### src/rtl/aes_wddl_pkg.sv
// Shared types and constants for the dual-rail (WDDL) MixColumns sequencer.
// Column helper returns column c of a 128-bit state, column 0 in the MSBs.
package aes_wddl_pkg;

    localparam int AES_COL_W = 32;
    localparam int AES_ST_W  = 128;
    localparam logic [AES_COL_W-1:0] WDDL_PRECHARGE = 32'h0;

    typedef enum logic [1:0] {
        IDLE = 2'd0,
        PRE  = 2'd1,
        EVAL = 2'd2,
        DONE = 2'd3
    } seq_state_e;

    function automatic logic [AES_COL_W-1:0] col_of(input logic [AES_ST_W-1:0] s,
                                                    input logic [1:0]          c);
        case (c)
            2'd0:    col_of = s[127:96];
            2'd1:    col_of = s[95:64];
            2'd2:    col_of = s[63:32];
            default: col_of = s[31:0];
        endcase
    endfunction

endpackage

### src/rtl/aes_wddl_phase_ctr.sv
// Loadable down-counter timing the precharge and evaluate phases.
// tc is high while the count sits at zero; the counter only moves again on a reload.
module aes_wddl_phase_ctr #(
    parameter int W = 2
) (
    input  logic         clk,
    input  logic         rst,
    input  logic         load,
    input  logic [W-1:0] load_val,
    output logic         tc
);

    logic [W-1:0] cnt_q;
    logic [W-1:0] cnt_d;

    always_comb begin
        cnt_d = cnt_q;
        if (load) begin
            cnt_d = load_val;
        end else if (cnt_q != '0) begin
            cnt_d = cnt_q - 1'b1;
        end
    end

    always_ff @(posedge clk or posedge rst) begin
        if (rst) begin
            cnt_q <= '0;
        end else begin
            cnt_q <= cnt_d;
        end
    end

    assign tc = (cnt_q == '0);

endmodule

### src/rtl/aes_mixcol_seq_wddl.sv
// Shares one dual-rail MixColumns column datapath across four columns, with precharge before each evaluate.
// Optional rail-fault checker enabled by defining WDDL_RAIL_CHECK_EN.
module aes_mixcol_seq_wddl
    import aes_wddl_pkg::*;
#(
    parameter int PRE_CYCLES  = 1,
    parameter int EVAL_CYCLES = 1
) (
    input  logic                 clk,
    input  logic                 rst,
    input  logic                 in_valid,
    output logic                 in_ready,
    input  logic [AES_ST_W-1:0]  st_p,
    input  logic [AES_ST_W-1:0]  st_n,
    output logic [AES_COL_W-1:0] col_p,
    output logic [AES_COL_W-1:0] col_n,
    output logic                 prech,
    input  logic [AES_COL_W-1:0] mc_p,
    input  logic [AES_COL_W-1:0] mc_n,
    output logic                 out_valid,
    input  logic                 out_ready,
    output logic [AES_ST_W-1:0]  mix_p,
    output logic [AES_ST_W-1:0]  mix_n,
    output logic                 rail_err
);

    localparam int MAX_CYC = (PRE_CYCLES > EVAL_CYCLES) ? PRE_CYCLES : EVAL_CYCLES;
    localparam int CTR_W   = $clog2(MAX_CYC) + 1;
    localparam logic [CTR_W-1:0] PRE_LOAD  = CTR_W'(PRE_CYCLES - 1);
    localparam logic [CTR_W-1:0] EVAL_LOAD = CTR_W'(EVAL_CYCLES - 1);

    seq_state_e            state_q, state_d;
    logic [1:0]            idx_q, idx_d;
    logic [AES_ST_W-1:0]   st_p_q, st_n_q;
    logic [AES_COL_W-1:0]  col_p_q, col_n_q;
    logic                  prech_q;

    logic                  ctr_load;
    logic [CTR_W-1:0]      ctr_val;
    logic                  tc;
    logic                  accept;
    logic                  col_load;
    logic                  col_clr;
    logic                  capture;

    aes_wddl_phase_ctr #(
        .W(CTR_W)
    ) u_phase_ctr (
        .clk      (clk),
        .rst      (rst),
        .load     (ctr_load),
        .load_val (ctr_val),
        .tc       (tc)
    );

    always_comb begin
        state_d  = state_q;
        idx_d    = idx_q;
        ctr_load = 1'b0;
        ctr_val  = '0;
        accept   = 1'b0;
        col_load = 1'b0;
        col_clr  = 1'b0;
        capture  = 1'b0;
        case (state_q)
            IDLE: begin
                if (in_valid) begin
                    accept   = 1'b1;
                    idx_d    = 2'd0;
                    ctr_load = 1'b1;
                    ctr_val  = PRE_LOAD;
                    state_d  = PRE;
                end
            end
            PRE: begin
                if (tc) begin
                    col_load = 1'b1;
                    ctr_load = 1'b1;
                    ctr_val  = EVAL_LOAD;
                    state_d  = EVAL;
                end
            end
            EVAL: begin
                if (tc) begin
                    capture = 1'b1;
                    col_clr = 1'b1;
                    if (idx_q == 2'd3) begin
                        state_d = DONE;
                    end else begin
                        idx_d    = idx_q + 2'd1;
                        ctr_load = 1'b1;
                        ctr_val  = PRE_LOAD;
                        state_d  = PRE;
                    end
                end
            end
            DONE: begin
                if (out_ready) begin
                    state_d = IDLE;
                end
            end
            default: state_d = IDLE;
        endcase
    end

    always_ff @(posedge clk or posedge rst) begin
        if (rst) begin
            state_q <= IDLE;
            idx_q   <= 2'd0;
            st_p_q  <= '0;
            st_n_q  <= '0;
            col_p_q <= WDDL_PRECHARGE;
            col_n_q <= WDDL_PRECHARGE;
            prech_q <= 1'b1;
        end else begin
            state_q <= state_d;
            idx_q   <= idx_d;
            if (accept) begin
                st_p_q <= st_p;
                st_n_q <= st_n;
            end
            // Column drive is registered so both rails leave 0/0 on the same edge.
            if (col_load) begin
                col_p_q <= col_of(st_p_q, idx_q);
                col_n_q <= col_of(st_n_q, idx_q);
                prech_q <= 1'b0;
            end else if (col_clr) begin
                col_p_q <= WDDL_PRECHARGE;
                col_n_q <= WDDL_PRECHARGE;
                prech_q <= 1'b1;
            end
        end
    end

    for (genvar gi = 0; gi < 4; gi++) begin : g_slot
        logic [AES_COL_W-1:0] slot_p_q, slot_n_q;

        always_ff @(posedge clk or posedge rst) begin
            if (rst) begin
                slot_p_q <= '0;
                slot_n_q <= '0;
            end else if (capture && (idx_q == 2'(gi))) begin
                slot_p_q <= mc_p;
                slot_n_q <= mc_n;
            end
        end

        assign mix_p[AES_ST_W-1-AES_COL_W*gi -: AES_COL_W] = slot_p_q;
        assign mix_n[AES_ST_W-1-AES_COL_W*gi -: AES_COL_W] = slot_n_q;
    end

    assign in_ready  = (state_q == IDLE);
    assign out_valid = (state_q == DONE);
    assign col_p     = col_p_q;
    assign col_n     = col_n_q;
    assign prech     = prech_q;

`ifdef WDDL_RAIL_CHECK_EN
    logic rail_err_q;

    // A healthy pair is complementary when captured and fully discharged at the end of precharge.
    always_ff @(posedge clk or posedge rst) begin
        if (rst) begin
            rail_err_q <= 1'b0;
        end else if ((capture && ((mc_p ^ mc_n) != 32'hFFFF_FFFF)) ||
                     ((state_q == PRE) && tc && ((mc_p | mc_n) != '0))) begin
            rail_err_q <= 1'b1;
        end
    end

    assign rail_err = rail_err_q;
`else
    assign rail_err = 1'b0;
`endif

endmodule
### config.mk
export PLATFORM = sky130hd
export DESIGN_NAME = aes_mixcol_seq_wddl
export DESIGN_NICKNAME = d
export VERILOG_FILES = /design/src/rtl/aes_wddl_pkg.sv /design/src/rtl/aes_wddl_phase_ctr.sv /design/src/rtl/aes_mixcol_seq_wddl.sv
export SDC_FILE = /design/constraint.sdc
export NUM_CORES = 1
export LEC_CHECK = 0
export CORE_AREA = 2 2 253 255
export CTS_BUF_LIST = sky130_fd_sc_hd__clkbuf_8
export DETAILED_ROUTE_END_ITERATION = 12
export DIE_AREA = 0 0 255 257
export GPL_TIMING_DRIVEN = 0
export PLACE_DENSITY = 0.71
export SLEW_MARGIN = 20
export SYNTH_ARGS = -nofsm -noshare
export SYNTH_HDL_FRONTEND = slang
export SYNTH_SLANG_ARGS = --single-unit
export TNS_END_PERCENT = 10
### constraint.sdc
create_clock -name clk -period 19.2 [get_ports clk]
set_input_delay 3.84 -clock clk [delete_from_list [all_inputs] [get_ports clk]]
set_output_delay 3.84 -clock clk [all_outputs]
set_load 0.02 [all_outputs]
==> impl_metrics.ini, run 1 <==
[grt]
grt_pass1_wl_microns = 114000
antenna_found_initial = 27
grt_usage = 0.234
grt_overflow_total = 0
grt_pass1_vias = 18400
grt_max_degree = 37

[clock_network]
clkTransAtPathRegs_ns = 0.06
cts_hold_buffers = 0
tritoncts = yes
cts-resized-gates = 0
post_cts_buffers = 0
clk-insertion-delay-late_ns = 0.67
cts_buffer_depth = 3
cts_buffers = 101
htreeDepth = 3
root_buffer = clkbuf_8
clock-sinks = 581

[sta]
slew_violations = 0
layout_setup_ws_ns = 13.04
period_needed_ns = 6.16
setup_tns_ns = 0
skew_ns = 0.0382
setup_viol = 0
final.period_utilization = 0.321
rsz0062_at_grt = false
timing.slew.headroom = 0.486
hold_violations = 0
max_freq_mhz = 162
worst_pin_slew_ns = 0.772

[setup_path]
cp_slowest_stage_delay_ns = 0.81
cp-start-kind = register
path_max_fanout = 6
critPathSlowestCell = clkdlybuf4s50_1
cp-end-kind = output pin
cp_cell_sequence = inv_1, ha_1, clkdlybuf4s50_1
worstPathArrival_ns = 2.32
critical_path_class = reg -> out
required_ns = 15.36

[die]
dieArea_sq_um = 65500
start_util = 0.375
fp.dieH_microns = 257
rows = 92
io_pins = 648
coreArea_sq_um = 62700
die_w_microns = 255

[power_and_ir_drop]
pwr-share-clk = 0.188
combPwrFrac = 0.447
power_switching_share = 0.363
p_switching_uw = 2140
pwr-share-seq = 0.366
max-vdd-ir-drop_v = 0.000124
p_per_area_nw_per_um2 = 176
cellInternalPower_uw = 3750
leakage_uw = 0.0142

[cells_and_area]
drive_above_1_share = 0.303
final_cell_mix = clkdlybuf4s50_1, dfrtp_1, mux2_2
layout_commonest_cell = clkdlybuf4s50_1
area.growth.synth_to_final_pct = 42.5
fin_area_sq_um = 33500
final_nets = 2663
final_util = 0.534
fill_cells = 5212

[synth]
seq_area_frac_synth = 0.619
ys_ff_latch = 581
synth_cells = 1561
synth_nets = 1894
avgSynthCellArea_sq_um = 15.1
ys_types = 31
yosys_warnings = 0
syn_area_sq_um = 23500

[placed_design]
port_buffers = 646
gp_congestion = 0.864
place_area_sq_um = 31500
dp_slack_ns = 13.01
dp.final_hpwl_microns = 57900

[min_path]
hold_path_class = reg -> reg

[detailed_routing]
first_pass_iters = 8
drtIter0Drc = 1096
wirelength_microns = 77500
vias = 16500
ant_nets = 0
wl_per_cell_microns = 23.7
remaining_drc_errors = 0
routed_via_density = 5.06

[outcome]
status = finished, final reports clean

[flow_run]
max-cap-violations = 0
cell usage after synthesis, drive strengths merged:
| cell | n | area (sq um) |
|---|---|---|
| a211o | 64 | 561 |
| mux2 | 512 | 5770 |
| nor2b | 66 | 413 |
| o22ai | 1 | 6.26 |
| mux2i | 1 | 10.0 |
| and2 | 2 | 12.5 |
| nor3 | 1 | 5.00 |
| a21oi | 3 | 15.0 |
| a222oi | 64 | 641 |
| buf | 80 | 619 |
| nor3b | 1 | 7.51 |
| dfrtp | 580 | 14500 |
| nor2 | 1 | 3.75 |
| nand2b | 2 | 12.5 |
| dfstp | 1 | 26.3 |
| clkbuf | 23 | 86.3 |
| a31oi | 4 | 25.0 |
| inv | 72 | 270 |
| ha | 9 | 113 |
| o21ai | 65 | 325 |
| o211ai | 1 | 7.51 |
| nand2 | 6 | 50.0 |
| nand4 | 1 | 6.26 |
| conb | 1 | 3.75 |
worst paths after layout:
| kind | from | endpoint | slack, ns | cells after the start |
|---|---|---|---|---|
| worst max-delay path | state_q[0] | in_ready | 13.04 | 3 |
| worst min-delay path | prech | prech | 0.47 | 2 |
| worst max register to register | state_q[0] | col_n[27] | 16.78 | 7 |
| worst min register to register | prech | prech | 0.47 | 2 |
| max in group asynchronous | rst | g_slot[2].slot_n_q[0] | 13.77 | 9 |
| min in group asynchronous | rst | col_n[23] | 3.50 | 2 |
sequential cells by signal (all words and copies together) (netlist names):
name             cells
col_n               32
col_p               32
g_slot.slot_n_q    128
g_slot.slot_p_q    128
idx_q                2
prech                1
st_n_q             128
st_p_q             128
state_q              2
worst max-delay path, delay by kind of cell (launching register included):
family / cells / cell delay, ns
flops: 1 / 0.42
fa+ha+maj: 1 / 0.30
buf+inv: 2 / 0.93
power by group through the flow:
stage                     Combinational (uW)  Clock, uW  Sequential [uW]
after floorplan                         1120          0             2460
after global placement                  2570          0             2130
after detailed placement                2640          0             2160
after CTS                               2650       1140             2150
after global routing                    2780       1190             2220
final                                   2630       1100             2150
layer usage:
metal | up-vias | global-route usage | routed length (microns)
met4 | 12 | 0.119 | 3340
met3 | 172 | 0.0818 | 6780
met5 | - | 0 | 82
met2 | 682 | 0.395 | 38900
met1 | 8461 | 0.258 | 28400
li1 | 7200 | - | -
area by class of cell:
| type | count | area (sq um) | share of cell area |
|---|---|---|---|
| Multi-Input combinational cell | 805 | 7980 | 0.238 |
| Timing Repair Buffer | 666 | 6900 | 0.206 |
| Tap cell | 846 | 1060 | 0.0316 |
| Sequential cell | 581 | 14500 | 0.434 |
| Clock buffer | 123 | 1690 | 0.0506 |
| Inverter | 72 | 274 | 0.00818 |
| Clock inverter | 50 | 273 | 0.00815 |
| Antenna cell | 22 | 55.1 | 0.00164 |
| Buffer | 103 | 706 | 0.0211 |
kinds of logic after synthesis:
family | Yosys count | synth area share
compound gates | 202 | 0.0672
simple gates | 80 | 0.0217
buf+inv | 175 | 0.0415
flops | 581 | 0.619
other cells | 1 | 0.000160
fa+ha+maj | 9 | 0.00479
mux | 513 | 0.246
per-stage QoR:
| step | hold WS (ns) | std cells | power (uW) |
|---|---|---|---|
| finish | 0.470 | 3268 | 5880 |
| detailed placement | 0.461 | 3073 | 4800 |
| floorplan | 0.478 | 1561 | 3580 |
| global placement | 0.461 | 3053 | 4700 |
| CTS | 0.474 | 3246 | 5940 |
| global route | 0.496 | 3267 | 6190 |
Power figures use the tool's default switching activity.
==> inputs of run 2 (changes only) <==
- clock period: 19.2 -> 5.22 ns (I/O delays scaled with it)
==> results of run 2 <==
Same layout as run 1 (identical final DEF). Status: finished, final reports clean.
Among the figures that moved: setup slack after placement 13.01 ns -> 1.83 ns; setup slack after layout 13.04 ns -> 1.85 ns; register-to-register setup slack 16.78 ns -> 2.80 ns; total power 5880 uW -> 21600 uW; worst IR drop on VDD 0.000124 V -> 0.000456 V
==> inputs of run 3 (changes only) <==
- clock period: 5.22 -> 2.8 ns (I/O delays scaled with it)
==> run 3 against run 2 <==
Routed wire length hardly changed. Register-to-register slack got worse by 2.4 ns. Sequential cell count unchanged. Via count about the same. Sequential power is 87% higher. Final area hardly changed. Sequential share of layout area about the same. Count of clock-buffer cells in the layout stayed put. Critical path type unchanged.
==> impl_metrics.ini, run 3 (same netlist as run 1, synthesis figures left out) <==
[outcome]
status = finished, final reports clean

[placed_design]
gp_congestion = 0.864
place_area_sq_um = 31500
dp.cells = 3073
port_buffers = 646
dp.final_hpwl_microns = 57900

[setup_path]
cp-end-kind = output pin
crit_path_end = in_ready
reg2reg_depth = 7
path_max_fanout = 6
critical_path_class = reg -> out
r2r_end = col_n[27]
required_ns = 2.24
cp-startpoint = state_q[0]
rr_startpoint = state_q[0]
cp-start-kind = register
worstPathArrival_ns = 2.03
regToRegSetupSlack_ns = 0.38

[power_and_ir_drop]
leakage_uw = 0.0142
p_per_area_nw_per_um2 = 1200
max-vdd-ir-drop_v = 0.000849

[cells_and_area]
fin_area_sq_um = 33500
layout_commonest_cell = clkdlybuf4s50_1
final_util = 0.534
area.growth.synth_to_final_pct = 42.5
final_nets = 2663
drive_above_1_share = 0.303
final_cell_mix = clkdlybuf4s50_1, dfrtp_1, mux2_2
fill_cells = 5213
instances_no_fill = 3268

[sta]
rsz0062_at_grt = false
max_freq_mhz = 386
timing.slew.headroom = 0.486
hold_violations = 0
worst_pin_slew_ns = 0.772
setup_tns_ns = 0
skew_ns = 0.0382
period_needed_ns = 2.59
slew_violations = 0
whs_ns = 0.219
setup_viol = 0
final.period_utilization = 0.925

[grt]
grt_pass1_vias = 18400
grt_pass1_wl_microns = 114000
grt_overflow_total = 0
antenna_found_initial = 27
grt_max_degree = 37
grt_usage = 0.234

[detailed_routing]
vias = 16500
routed_via_density = 5.06
ant_nets = 0
remaining_drc_errors = 0
first_pass_iters = 9
drtIter0Drc = 1096
wl_per_cell_microns = 23.7
wirelength_microns = 77500

[die]
fp.dieH_microns = 257
rows = 92
start_util = 0.375
die_w_microns = 255
dieArea_sq_um = 65500
io_pins = 648
coreArea_sq_um = 62700

[min_path]
hold_path_class = in -> async

[clock_network]
clk-insertion-delay-late_ns = 0.67
post_cts_buffers = 0
clock-sinks = 581
tritoncts = yes
cts_buffers = 101
htreeDepth = 3
root_buffer = clkbuf_8
cts_buffer_depth = 3
clkTransAtPathRegs_ns = 0.06

[flow_run]
max-cap-violations = 0
==> run 3: cell count changes in the layout (fill, tap and decap cells not counted), sizes merged <==
| cell | change |
|---|---|
| clkdlybuf4s50 | -1 |
| dlygate4sd2 | +1 |
==> run 3: repair_timing <==
action	CTS	global route
hold buffers	0	0
gates resized for setup	1	0
endpoints found under the setup margin	1	0
==> run 3: through the flow <==
| step | setup slack, ns | power, uW |
|---|---|---|
| finish | 0.209 | 40300 |
| global route | 0.0675 | 42400 |
| CTS | 0.104 | 40700 |
| detailed placement | -0.109 | 32900 |
| global placement | -9.01 | 32300 |
| floorplan | -5.68 | 24500 |
==> run 3: power breakdown <==
part	total, uW	internal (uW)	leakage, uW	switching (uW)
clock	7560	4120	0.00115	3440
sequential	14800	12500	0.00693	2240
combinational	18000	9050	0.00608	8970
==> run 3: worst max-delay path, cell delays in order, from the launching register on <==
cell and delay (ns):
dfrtp_1 0.42, inv_1 0.12, ha_1 0.30, dlygate4sd2_1 0.53
==> run 3: worst min-delay path by stage <==
stage	from	endpoint	cells after the start
2_1_floorplan	st_n_q[32]	st_n_q[32]	1
3_3_place_gp	prech	prech	2
3_5_place_dp	prech	prech	2
4_1_cts	rst	col_n[24]	2
5_1_grt	rst	col_n[24]	2
6_report	rst	col_n[23]	2
==> run 3: routing by layer <==
layer / GRT usage / vias up / wire length, microns / share of wire
li1: - / 7200 / - / -
met1: 0.258 / 8476 / 28400 / 0.37
met2: 0.395 / 674 / 38800 / 0.50
met3: 0.0818 / 175 / 6750 / 0.087
met4: 0.119 / 12 / 3380 / 0.044
met5: 0 / - / 82 / 0.0011
==> run 3: cell type report <==
cell class | count | area, sq um | area share
Inverter | 72 | 274 | 0.00819
Tap cell | 846 | 1060 | 0.0316
Sequential cell | 581 | 14500 | 0.434
Buffer | 103 | 706 | 0.0211
Timing Repair Buffer | 666 | 6900 | 0.206
Multi-Input combinational cell | 805 | 7980 | 0.238
Clock buffer | 123 | 1690 | 0.0506
Clock inverter | 50 | 273 | 0.00815
Antenna cell | 22 | 55.1 | 0.00164
